### src/rtl/fetch_ctrl_pkg.sv
// Shared types for the RV32I fetch sequencing controller.
// Holds the controller state encoding, the {pc, instr} entry used by both
// the decode buffer and the in-flight PC queue, and the PC increment.
package fetch_ctrl_pkg;

  localparam int FCTL_XLEN = 32;
  localparam logic [FCTL_XLEN-1:0] PC_STEP = 32'd4;

  typedef enum logic [1:0] {
    IDLE = 2'd0,
    RUN  = 2'd1,
    HALT = 2'd2
  } fctl_state_e;

  typedef struct packed {
    logic [FCTL_XLEN-1:0] pc;
    logic [FCTL_XLEN-1:0] instr;
  } fctl_entry_t;

endpackage

### src/rtl/fctl_fifo.sv
// Small synchronous FIFO of fctl_entry_t with first-word fall-through read,
// a synchronous flush that empties it on the next edge, and count/full/empty.
// Used both as the decode buffer and as the in-flight PC queue.
module fctl_fifo
  import fetch_ctrl_pkg::*;
#(
  parameter  int DEPTH = 4,
  localparam int PW    = (DEPTH > 1) ? $clog2(DEPTH) : 1,
  localparam int CW    = $clog2(DEPTH + 1)
) (
  input  logic        clk,
  input  logic        rst_n,
  input  logic        flush,
  input  logic        push,
  input  fctl_entry_t push_data,
  input  logic        pop,
  output fctl_entry_t pop_data,
  output logic [CW-1:0] count,
  output logic        full,
  output logic        empty
);

  fctl_entry_t mem [DEPTH];
  logic [PW-1:0] wr_ptr;
  logic [PW-1:0] rd_ptr;
  logic          do_push;
  logic          do_pop;

  function automatic logic [PW-1:0] ptr_inc(input logic [PW-1:0] p);
    if (p == PW'(DEPTH - 1)) return '0;
    else                     return p + 1'b1;
  endfunction

  assign empty    = (count == '0);
  assign full     = (count == CW'(DEPTH));
  assign do_push  = push && (!full || pop);
  assign do_pop   = pop && !empty;
  assign pop_data = mem[rd_ptr];

  // Pointer and occupancy bookkeeping; flush discards everything at once.
  always_ff @(posedge clk or negedge rst_n) begin
    if (!rst_n) begin
      wr_ptr <= '0;
      rd_ptr <= '0;
      count  <= '0;
    end else if (flush) begin
      wr_ptr <= '0;
      rd_ptr <= '0;
      count  <= '0;
    end else begin
      if (do_push) wr_ptr <= ptr_inc(wr_ptr);
      if (do_pop)  rd_ptr <= ptr_inc(rd_ptr);
      count <= count + CW'(do_push) - CW'(do_pop);
    end
  end

  // Entry storage; contents are only visible through count, so no reset.
  always_ff @(posedge clk) begin
    if (do_push && !flush) mem[wr_ptr] <= push_data;
  end

endmodule

### src/rtl/fetch_ctrl.sv
// Fetch-stage sequencing controller: issues imem requests under a credit
// scheme, pairs in-order responses with their PCs, buffers them toward
// decode, flushes on redirect and halts on PC overflow.
// Optional macro FETCH_CTRL_PERF_CNT_EN adds saturating performance counters.
module fetch_ctrl
  import fetch_ctrl_pkg::*;
#(
  parameter int XLEN      = FCTL_XLEN,
  parameter int BUF_DEPTH = 4,
  parameter int MAX_OUTST = 2
) (
  input  logic            fctl_clk,
  input  logic            fctl_rst,
  input  logic            fetch_en,
  input  logic [XLEN-1:0] pc_in,
  input  logic            pc_error,
  output logic            pc_adv,
  input  logic            redir_valid,
  output logic            imem_req_valid,
  input  logic            imem_req_ready,
  output logic [XLEN-1:0] imem_req_addr,
  input  logic            imem_rsp_valid,
  input  logic [XLEN-1:0] imem_rsp_data,
  output logic            dec_valid,
  input  logic            dec_ready,
  output logic [XLEN-1:0] dec_instr,
  output logic [XLEN-1:0] dec_pc,
  output logic            halted
`ifdef FETCH_CTRL_PERF_CNT_EN
  ,
  output logic [31:0]     perf_fetched,
  output logic [31:0]     perf_dropped,
  output logic [31:0]     perf_stall
`endif
);

  localparam int OW = $clog2(MAX_OUTST + 1);
  localparam int BW = $clog2(BUF_DEPTH + 1);

  fctl_state_e state;
  fctl_state_e state_nxt;

  logic [OW-1:0] outstanding;
  logic [OW-1:0] drop_cnt;
  logic          credit;
  logic          would_issue;
  logic          issue;
  logic          rsp_drop;
  logic          fifo_push;
  logic          dec_pop;

  fctl_entry_t   pcq_head;
  fctl_entry_t   pcq_in;
  logic [OW-1:0] pcq_count;
  logic          pcq_full;
  logic          pcq_empty;

  fctl_entry_t   fifo_in;
  fctl_entry_t   fifo_head;
  logic [BW-1:0] fifo_count;
  logic          fifo_full;
  logic          fifo_empty;

  logic          unused_sigs;

  assign credit = (int'(outstanding) < MAX_OUTST) &&
                  ((int'(outstanding) + int'(fifo_count)) < BUF_DEPTH);
  assign would_issue    = (state == RUN) && credit && !redir_valid;
  assign imem_req_valid = would_issue && !pc_error;
  assign imem_req_addr  = imem_req_valid ? pc_in : '0;
  assign issue          = imem_req_valid && imem_req_ready;
  assign pc_adv         = issue || redir_valid;

  // Responses belonging to flushed requests are dropped; their PCs were
  // already flushed from the queue, so only kept responses pop it.
  assign rsp_drop  = imem_rsp_valid && (redir_valid || (drop_cnt != '0));
  assign fifo_push = imem_rsp_valid && !rsp_drop;

  assign pcq_in    = '{pc: pc_in, instr: '0};
  assign fifo_in   = '{pc: pcq_head.pc, instr: imem_rsp_data};

  assign dec_valid = !fifo_empty;
  assign dec_pop   = dec_valid && dec_ready;
  assign dec_instr = fifo_empty ? '0 : fifo_head.instr;
  assign dec_pc    = fifo_empty ? '0 : fifo_head.pc;
  assign halted    = (state == HALT);

  assign unused_sigs = ^{pcq_count, pcq_full, pcq_empty, fifo_full, pcq_head.instr};

  fctl_fifo #(.DEPTH(MAX_OUTST)) u_pc_queue (
    .clk       (fctl_clk),
    .rst_n     (fctl_rst),
    .flush     (redir_valid),
    .push      (issue),
    .push_data (pcq_in),
    .pop       (fifo_push),
    .pop_data  (pcq_head),
    .count     (pcq_count),
    .full      (pcq_full),
    .empty     (pcq_empty)
  );

  fctl_fifo #(.DEPTH(BUF_DEPTH)) u_dec_fifo (
    .clk       (fctl_clk),
    .rst_n     (fctl_rst),
    .flush     (redir_valid),
    .push      (fifo_push),
    .push_data (fifo_in),
    .pop       (dec_pop),
    .pop_data  (fifo_head),
    .count     (fifo_count),
    .full      (fifo_full),
    .empty     (fifo_empty)
  );

  // Controller state register.
  always_ff @(posedge fctl_clk or negedge fctl_rst) begin
    if (!fctl_rst) state <= IDLE;
    else           state <= state_nxt;
  end

  // Next state: an overflow seen when a request would go out halts for good.
  always_comb begin
    state_nxt = state;
    case (state)
      IDLE:    if (fetch_en) state_nxt = RUN;
      RUN: begin
        if (pc_error && would_issue) state_nxt = HALT;
        else if (!fetch_en)          state_nxt = IDLE;
      end
      HALT:    state_nxt = HALT;
      default: state_nxt = IDLE;
    endcase
  end

  // In-flight request count and the number of stale responses still to drop.
  always_ff @(posedge fctl_clk or negedge fctl_rst) begin
    if (!fctl_rst) begin
      outstanding <= '0;
      drop_cnt    <= '0;
    end else begin
      outstanding <= outstanding + OW'(issue) - OW'(imem_rsp_valid);
      if (redir_valid)
        drop_cnt <= outstanding - OW'(imem_rsp_valid);
      else if (imem_rsp_valid && (drop_cnt != '0))
        drop_cnt <= drop_cnt - 1'b1;
    end
  end

`ifdef FETCH_CTRL_PERF_CNT_EN
  // Saturating counters for buffered, dropped and credit-stalled cycles.
  always_ff @(posedge fctl_clk or negedge fctl_rst) begin
    if (!fctl_rst) begin
      perf_fetched <= '0;
      perf_dropped <= '0;
      perf_stall   <= '0;
    end else begin
      if (fifo_push && (perf_fetched != '1)) perf_fetched <= perf_fetched + 1'b1;
      if (rsp_drop && (perf_dropped != '1))  perf_dropped <= perf_dropped + 1'b1;
      if ((state == RUN) && !credit && (perf_stall != '1)) perf_stall <= perf_stall + 1'b1;
    end
  end
`endif

endmodule

### config.mk
export PLATFORM = sky130hd
export DESIGN_NAME = fetch_ctrl
export DESIGN_NICKNAME = d
export VERILOG_FILES = /design/src/rtl/fetch_ctrl_pkg.sv /design/src/rtl/fctl_fifo.sv /design/src/rtl/fetch_ctrl.sv
export SDC_FILE = /design/constraint.sdc
export NUM_CORES = 1
export LEC_CHECK = 0
export CAP_MARGIN = 5
export CORE_MARGIN = 10
export CORE_UTILIZATION = 35
export DETAILED_ROUTE_END_ITERATION = 8
export GPL_TIMING_DRIVEN = 0
export HOLD_SLACK_MARGIN = 0.08
export PLACE_DENSITY_LB_ADDON = 0.05
export SLEW_MARGIN = 5
export SYNTH_ARGS = -nofsm -noshare
export SYNTH_HDL_FRONTEND = slang
export SYNTH_SLANG_ARGS = --single-unit
### constraint.sdc
create_clock -name fctl_clk -period 3.63 [get_ports fctl_clk]
set_input_delay 0.5445 -clock fctl_clk [delete_from_list [all_inputs] [get_ports fctl_clk]]
set_output_delay 0.5445 -clock fctl_clk [all_outputs]
set_load 0.005 [all_outputs]
Word-level counts from Yosys, hierarchy flattened
Memory sizes are Yosys's and may differ from the RTL's.
Cells that the tools add are included.

storage, ports and cells
  register bits = 17
  RAM bits = 320
  bits of input ports = 72
  output and inout port bits = 100
  logic and storage cells = 98
  memories kept = 2

operators by class
  add/subtract/negate cells = 13
  order comparisons = 2
  equality and inequality tests = 8
  multiplexer cells = 27
  reduce and logical (&&, ||, !) cells = 37

memories
  memory          words  bits a word  rd ports  clocked after memory_dff  wr ports  RTL line         source
  u_dec_fifo.mem  4      64           1         0                         1         fctl_fifo.sv:23  fctl_entry_t mem [DEPTH];
  u_pc_queue.mem  2      32           1         0                         1         fctl_fifo.sv:23

operators with widths
  kind                                                count
  two-way mux 32 bit                                  3
  two-way mux 2 bit                                   12
  logical AND 1 bit                                   16
  nonzero test 2 bit                                  6
  two-way mux 1 bit                                   10
  == test 2 bit, second input constant                4
  logical NOT 1 bit                                   7
  one-hot mux 2 bit (3 select lines)                  1
  subtractor 2 x 1 -> 2 bit                           3
  adder 2 x 1 -> 2 bit                                2
  adder 2 x 1 -> 2 bit, second input constant         2
  adder 2 x 3 -> 4 bit                                1
  logical NOT 2 bit                                   2
  logical OR 1 bit                                    4
  < comparator 4 x 3 -> 1 bit, second input constant  1
  adder 3 x 1 -> 3 bit                                1
  == test 3 bit, second input constant                1
  logical NOT 3 bit                                   1
  two-way mux 3 bit                                   1
  != test 3 x 2 -> 1 bit, second input constant       1
  subtractor 3 x 1 -> 3 bit                           1
  adder 1 bit, second input constant                  2
  == test 2 x 1 -> 1 bit, second input constant       1
  < comparator 2 bit, second input constant           1
  other kinds (3)                                     3

Logic depth before layout (Yosys ltp)
Gate-level depths: netlist of run 1.

  depth after elaboration = 11
  depth in mapped cells = 10
  depth with buffers taken out = 10

Modules after synthesis
Synthesis of run 1 repeated with hierarchy kept, for this count alone.

unflattened totals
  cell total of the unflattened synthesis = 752
  area, all modules = 15875.2 µm²

by module, submodules not included
  module                   instances  cells an instance  area each (µm²)  sequential area each (µm²)
  fctl_fifo at u_dec_fifo  1          382                9714.3           7862.5
  fctl_fifo at u_pc_queue  1          222                5071.1           3943.8
  fetch_ctrl               1          148                1089.8           150.1

Worst setup path after synthesis of run 1
OpenSTA, ideal clock, no wires.

  path kind = input-to-reg
  start point = input redir_valid
  end point = memory u_dec_fifo.mem[0][0] (netlist name) (enable)
  setup time = 429 ps
  arrival time = 2749 ps
  required time = 3201 ps
  path slack = 452 ps
  cell stages on the path = 4
  cells stage by stage = buf_2 nand3b_1 nor2_1 and2_1

on the way
  longest elaborated chain between the ends = 8
  elaborated cells between the ends (all ways) = 9

ends and longest elaborated chain
  what                                         RTL line          source
  from (decl)                                  fetch_ctrl.sv:18  input logic redir_valid,
  logical OR 1 bit                             fetch_ctrl.sv:76  assign rsp_drop = imem_rsp_valid && (redir_valid || (drop_cnt != '0));
  logical AND 1 bit                            fetch_ctrl.sv:76
  logical NOT 1 bit                            fetch_ctrl.sv:77  assign fifo_push = imem_rsp_valid && !rsp_drop;
  logical AND 1 bit                            fetch_ctrl.sv:77
  logical AND 1 bit                            fctl_fifo.sv:36   assign do_push = push && (!full || pop);
  logical AND 1 bit (*)                        fctl_fifo.sv:59   if (do_push && !flush) mem[wr_ptr] <= push_data;
  two-way mux 1 bit (*)                        fctl_fifo.sv:59
  two-way mux 1 bit (implied by the code) (*)  fctl_fifo.sv:59
  to (decl)                                    fctl_fifo.sv:23

Mark *: on every way between the ends. The rest lies on a longest branch, timed or not.

Final worst setup path of run 1
  start point = register u_dec_fifo.count[1]
  end point = output imem_req_addr[4]

on the way
  longest elaborated chain between the ends = 7

ends and longest elaborated chain
  what                             RTL line          source
  from (decl)                      fctl_fifo.sv:18   output logic [CW-1:0] count,
  from (signal assigned)           fctl_fifo.sv:53   count <= count + CW'(do_push) - CW'(do_pop);
  adder 2 x 3 -> 4 bit             fetch_ctrl.sv:67  ((int'(outstanding) + int'(fifo_count)) < BUF_DEPTH);
  < comparator 4 x 3 -> 1 bit      fetch_ctrl.sv:67
  logical AND 1 bit                fetch_ctrl.sv:66  assign credit = (int'(outstanding) < MAX_OUTST) &&
  logical AND 1 bit (2 in series)  fetch_ctrl.sv:68  assign would_issue = (state == RUN) && credit && !redir_valid;
  logical AND 1 bit                fetch_ctrl.sv:69  assign imem_req_valid = would_issue && !pc_error;
  two-way mux 32 bit               fetch_ctrl.sv:70  assign imem_req_addr = imem_req_valid ? pc_in : '0;
  to (decl)                        fetch_ctrl.sv:21  output logic [XLEN-1:0] imem_req_addr,

No other way between the ends.

==> results of run 1 <==
-- cell usage in the layout (no fill, tap or decap), types with 2 or more instances in the layout --
cell and count:
mux4_2 64, xnor2_1 6, nor2b_1 3, buf_4 5
clkbuf_2 2, nor2_1 10, clkbuf_16 41, clkinv_1 9
nand3_1 2, xor2_1 3, dfrtp_1 15, buf_12 2
clkbuf_1 25, inv_1 12, nand2_1 8, or3_1 2
o21ai_0 2, clkinvlp_4 2, buf_16 4, buf_2 6
ha_1 14, clkdlybuf4s50_1 170, mux2_2 32, dfrtp_2 2
and2_1 95, a21oi_1 5, clkinv_2 6, nand2b_1 5
edfxtp_1 320, clkbuf_4 2, and2_4 5
-- cell type report --
type                            instances  area share [%]
Inverter                               12           0.266
Sequential cell                       337            59.3
Timing Repair Buffer                  179            11.1
Buffer                                 30           0.836
Tap cell                              511            3.78
Multi-Input combinational cell        269            17.8
Clock buffer                           50            6.27
Clock inverter                         18           0.644
-- per-layer routing --
| metal | track usage, % | share of wire [%] | vias up |
|---|---|---|---|
| met5 | 0 | 0 | - |
| met4 | 3.62 | 1.9 | 0 |
| met1 | 15.5 | 41 | 3374 |
| met3 | 3.07 | 5.4 | 42 |
| met2 | 23.0 | 52 | 168 |
| li1 | - | - | 2980 |
-- repair_timing --
action / CTS / global route
cloned: 0 / 0
buffers inserted: 3 / 0
endpoints found under the setup margin: 83 / 53
resized for setup: 4 / 12
pin swaps: 1 / 0
hold buffers: 0 / 0
-- path summary, 6_finish.rpt --
path	from	endpoint	slack, ns
setup / recovery	u_dec_fifo.count[1]	imem_req_addr[4]	0.15
hold / removal	redir_valid	u_dec_fifo.count[0]	0.34
setup reg to reg	u_dec_fifo.count[1]	u_pc_queue.mem[1][6]	1.00
hold reg to reg	outstanding[1]	outstanding[1]	0.51
max in group asynchronous	fctl_rst	outstanding[1]	2.60
min in group asynchronous	fctl_rst	outstanding[0]	0.49
-- power breakdown --
group / leakage (nW) / total [mW] / switching, mW / internal (mW)
logic: 1.83 / 2.45 / 1.07 / 1.38
clock network: 0.568 / 3.56 / 1.44 / 2.12
registers: 3.10 / 4.47 / 0.0680 / 4.40
total: 5.50 / 10.5 / 2.58 / 7.90
-- logic make-up after synthesis --
| logic type | share of synthesized area [%] |
|---|---|
| buf+inv | 1.29 |
| fa+ha+maj | 1.48 |
| flops | 76.1 |
| mux | 13.7 |
| compound gates | 0.322 |
| simple gates | 6.52 |
| xor+xnor | 0.598 |
==> metrics.txt, run 1 <==
Core Area=37,400 sq um; clock buffer depth=3; Die W=214 um; largest area contributor in the netlist=edfxtp_1; Place WS=-0.269 ns; Post-synth EDFFs=320; Reg area=10,000 sq um; crit path cell chain=ha_1 -> or4_4 -> nor4_4 -> buf_4 -> buf_4 -> and2_4 -> clkdlybuf4s50_1; clk_skew=0.00866 ns; I/O Buffers=170; worst setup margin=0.146 ns; Crit Path Class=reg2out; Skew-Pair Late Insertion Delay=0.52 ns; Mapped Area=13,200 sq um; CTS tree=built; RSZ-0062 raised after global routing=yes; Biggest register=u_dec_fifo.mem; largest net degree at the start of global routing=39; cell mode on critical path=buf_4; DR DRC count=0; Synth Instances=648; Std-Cell Rows=71; Yosys top cell area share=72.8%; I/O pin cnt=172; Layout area overhead=28.2%; slew margin rel.=38.9%; LEAKAGE=5.50 nW; DRT iter0 DRCs=365; final hold slack=0.340 ns; CTS root buf=clkbuf_16; final setup vio count=0; worst hold path class=in2reg; P per Cell Area=620 nW/um^2; TNS Setup=0 ns; CP Depth=7; Power, Total=10.5 mW; fmax=0.287 GHz; Worst path top cell family by delay=simple AND/OR/NAND/NOR gates; average wire per standard cell=21.3 um; Final Slew Violations=0; Worst-Margin Slew=0.917 ns; Tcrit/Tclk final=96.0%; Yosys cell types=33; Worst EP arrival=2.94 ns; synth warn=0; htree depth=2; synthesis-stage register bit count=337; final instance area=16,900 sq um; ys flop type=edfxtp_1; drt first pass iters=4; slowest cell delay on critical path=0.55 ns; biggest regs=u_dec_fifo.mem (256), u_pc_queue.mem (64), u_dec_fifo.count (3); crit path capture type=primary output; CTS sink count=337; register area share after synthesis=76.1%; Crit-path slowest cell=or4_4; fin util=45.2%; die area=45,900 sq um; Final Critical Period=3.48 ns; post-DP HPWL=18,900 um; Max Cap Viol=0; WL final=29,900 um; Routability Congestion=0.738; # nets final=954; multi-input logic area=3000 sq um; most instantiated cells after synthesis=edfxtp_1, and2_1, mux4_2, mux2_2, clkbuf_1; hold path depth=2; worst vdd ir=0.000289 V; worst path buffer plus inverter count=3; clock-pin slew on the worst setup and hold paths=0.06 ns; Synth Area per Inst=20.4 sq um; first-pass GRT wire length=45,800 um; initial antenna violation count=0; proportion of layout cells with a drive suffix above 1=20.1%; vias in the first global route=7,547; Die Ht=214 um; Largest register FFs=256; asr flop ratio synth=5.04%; Critical Path Start Type=flip-flop; largest cells by area after synthesis=edfxtp_1, mux4_2, and2_1; filler instances=3,244; cts bufs inserted=38; grt total ovfl=0; dpl cells=1,335; Placed Area=15,700 sq um; Crit Path Max Fanout=10; Syn Nets=735; vias per inst=4.67; ANT cells=0; vias=6,564; CP required=3.09 ns; count of final hold-check violations=0; Total GRT Usage=13.0%; number of routed nets with antenna violations=0; dominant cell by count in the synthesized netlist=edfxtp_1; status=completed; R2R cell count=7; Layout Cells excl Fill=1,406; Initial Util=35.3%
No activity file was read; power rests on OpenSTA's default activity.
==> inputs of run 2 (changes only) <==
Settings changed: PLACE_DENSITY from default to 0.51, PLACE_DENSITY_LB_ADDON 0.05 to default, SETUP_SLACK_MARGIN from default to 0.4, SYNTH_HIERARCHICAL from default to 1.
==> metrics.txt, run 2 <==
Critical Path Start Type=flip-flop; R2R cell count=12; vias=6,596; Combinational Power Share=8.5%; clk_skew=0.0139 ns; vias per inst=4.68; Worst-Margin Slew=1.00 ns; clock buffer depth=3; Layout area overhead=28.2%; Power Internal=6.82 mW; Place WS=-0.180 ns; crit path cell chain=ha_1 -> nand3_1 -> and4b_4 -> buf_6 -> and2_1 -> clkdlybuf4s50_1; proportion of layout cells with a drive suffix above 1=23.2%; P per Cell Area=500 nW/um^2; Max Cap Viol=0; worst vdd ir=0.000256 V; biggest regs=u_dec_fifo/mem (256), u_pc_queue/mem (64), u_dec_fifo/count (3); DRT iter0 DRCs=316; LEAKAGE=5.61 nW; cts bufs inserted=37; Mapped Area=13,400 sq um; most frequent cells in the layout=edfxtp_1, clkdlybuf4s50_1, nor2b_1, mux4_2, clkbuf_16; WL final=29,500 um; Power, Total=8.61 mW; # nets final=957; switching pwr=1.78 mW; FF-to-FF Start=u_dec_fifo/count[2]; switching fraction of total power=20.7%; ANT cells=0; Routability Congestion=0.707; hold path startpoint=state[0]; Initial Util=35.5%; status=completed; Biggest register=u_dec_fifo/mem; Largest register FFs=256; RSZ-0062 raised after global routing=yes; Clk pwr share=41.1%; first-pass GRT wire length=45,100 um; Worst EP arrival=2.55 ns; crit path capture type=primary output; hold worst-path end=state[1]; Synth Area per Inst=20.7 sq um; largest net degree at the start of global routing=51; Total GRT Usage=12.7%; CTS root buf=clkbuf_16; Post-CTS Hold Buffers=0; initial antenna violation count=0; Final Critical Period=3.09 ns; worst setup margin=0.536 ns; Tcrit/Tclk final=85.2%; Placed Area=16,000 sq um; CTS sink count=337; hold path depth=1; setup slack, reg-to-reg=0.55 ns; Std-Cell Rows=71; vias in the first global route=7,367; count of final hold-check violations=0; I/O pin cnt=172; r2r endpoint=u_dec_fifo/count[2]; clock-pin slew on the worst setup and hold paths=0.06 ns; I/O Buffers=171; htree depth=2; Crit-path slowest cell=clkdlybuf4s50_1; Reg power frac=50.4%; CP required=3.09 ns; Crit Path Max Fanout=10; CTS tree=built; final instance area=17,200 sq um; Die W=216 um; Syn Nets=736; Skew-Pair Late Insertion Delay=0.52 ns; drt first pass iters=4; worst hold path class=reg2reg; Synth Instances=649; slowest cell delay on critical path=0.52 ns; Layout Cells excl Fill=1,410; slew margin rel.=32.8%; Worst path top cell family by delay=buffers and inverters; average wire per standard cell=20.9 um; fmax=0.323 GHz; leading cell type in the layout, fill and taps excluded=edfxtp_1; Core Area=37,800 sq um; die area=46,600 sq um; dpl cells=1,338; Die Ht=216 um; number of routed nets with antenna violations=0; grt total ovfl=0; filler instances=3,240; final setup vio count=0; synth warn=6; Crit Path Class=reg2out; Final Slew Violations=0; worst path buffer plus inverter count=2; DR DRC count=0; post-DP HPWL=19,600 um
-- run 2: through the flow --
stage                     utilization [%]  hold WS (ns)  TNS (ns)
after detailed placement             42.3         0.497    -0.438
after global routing                 45.6         0.546         0
final                                45.6         0.507         0
after global placement               41.8         0.481   -209.87
after floorplan                         -         0.249         0
after CTS                            45.4         0.508         0
-- run 2: layout make-up --
cell class                      count  area (sq um)  area share (%)
Clock buffer                       54          1040            6.06
Inverter                           14          52.6           0.305
Timing Repair Buffer              182          1910            11.1
Multi-Input combinational cell    269          3170            18.4
Tap cell                          511           639            3.72
Clock inverter                     14           114           0.662
Sequential cell                   337         10000            58.3
Buffer                             29           243            1.41
-- run 2: how the worst max path moves through the flow --
| stage | from | endpoint | depth (start not counted) |
|---|---|---|---|
| global route | u_dec_fifo/count[2] | u_dec_fifo/count[2] | 12 |
| detailed placement | u_dec_fifo/count[1] | u_dec_fifo/count[2] | 12 |
| finish | u_dec_fifo/count[1] | imem_req_addr[12] | 6 |
| CTS | u_dec_fifo/rd_ptr[1] | dec_pc[10] | 5 |
| global placement | redir_valid | u_pc_queue/mem[1][36] | 6 |
| floorplan | u_dec_fifo/count[1] | u_pc_queue/mem[1][32] | 6 |
-- run 2: metal layers --
metal  routed length [um]  global-route usage, %  vias up
li1                     -                      -     2994
met1                12100                   15.2     3397
met2                15300                   22.3      166
met3                 1610                   3.09       39
met4                  510                   3.45        0
met5                    0                      0        -
-- run 2: worst register-to-register path, delay by kind of cell, from the launching register on --
family,cells,cell delay (ns)
buffers and inverters,3,0.38
xor gates and xnor gates,1,0.19
and+or+nand+nor,5,1.16
DFF,1,0.50
adders and majority gates,3,0.73
-- run 2: repair_timing --
action | CTS | global route
setup buffers | 0 | 4
resized for setup | 14 | 9
endpoints found under the setup margin | 355 | 45
-- run 2: power by group through the flow --
stage / registers (mW) / clock network, mW / logic [mW]
global route: 4.34 / 3.82 / 0.805
global placement: 4.42 / 0 / 0.718
detailed placement: 4.42 / 0 / 0.741
CTS: 4.34 / 3.65 / 0.753
floorplan: 4.41 / 0 / 0.287
finish: 4.34 / 3.54 / 0.728
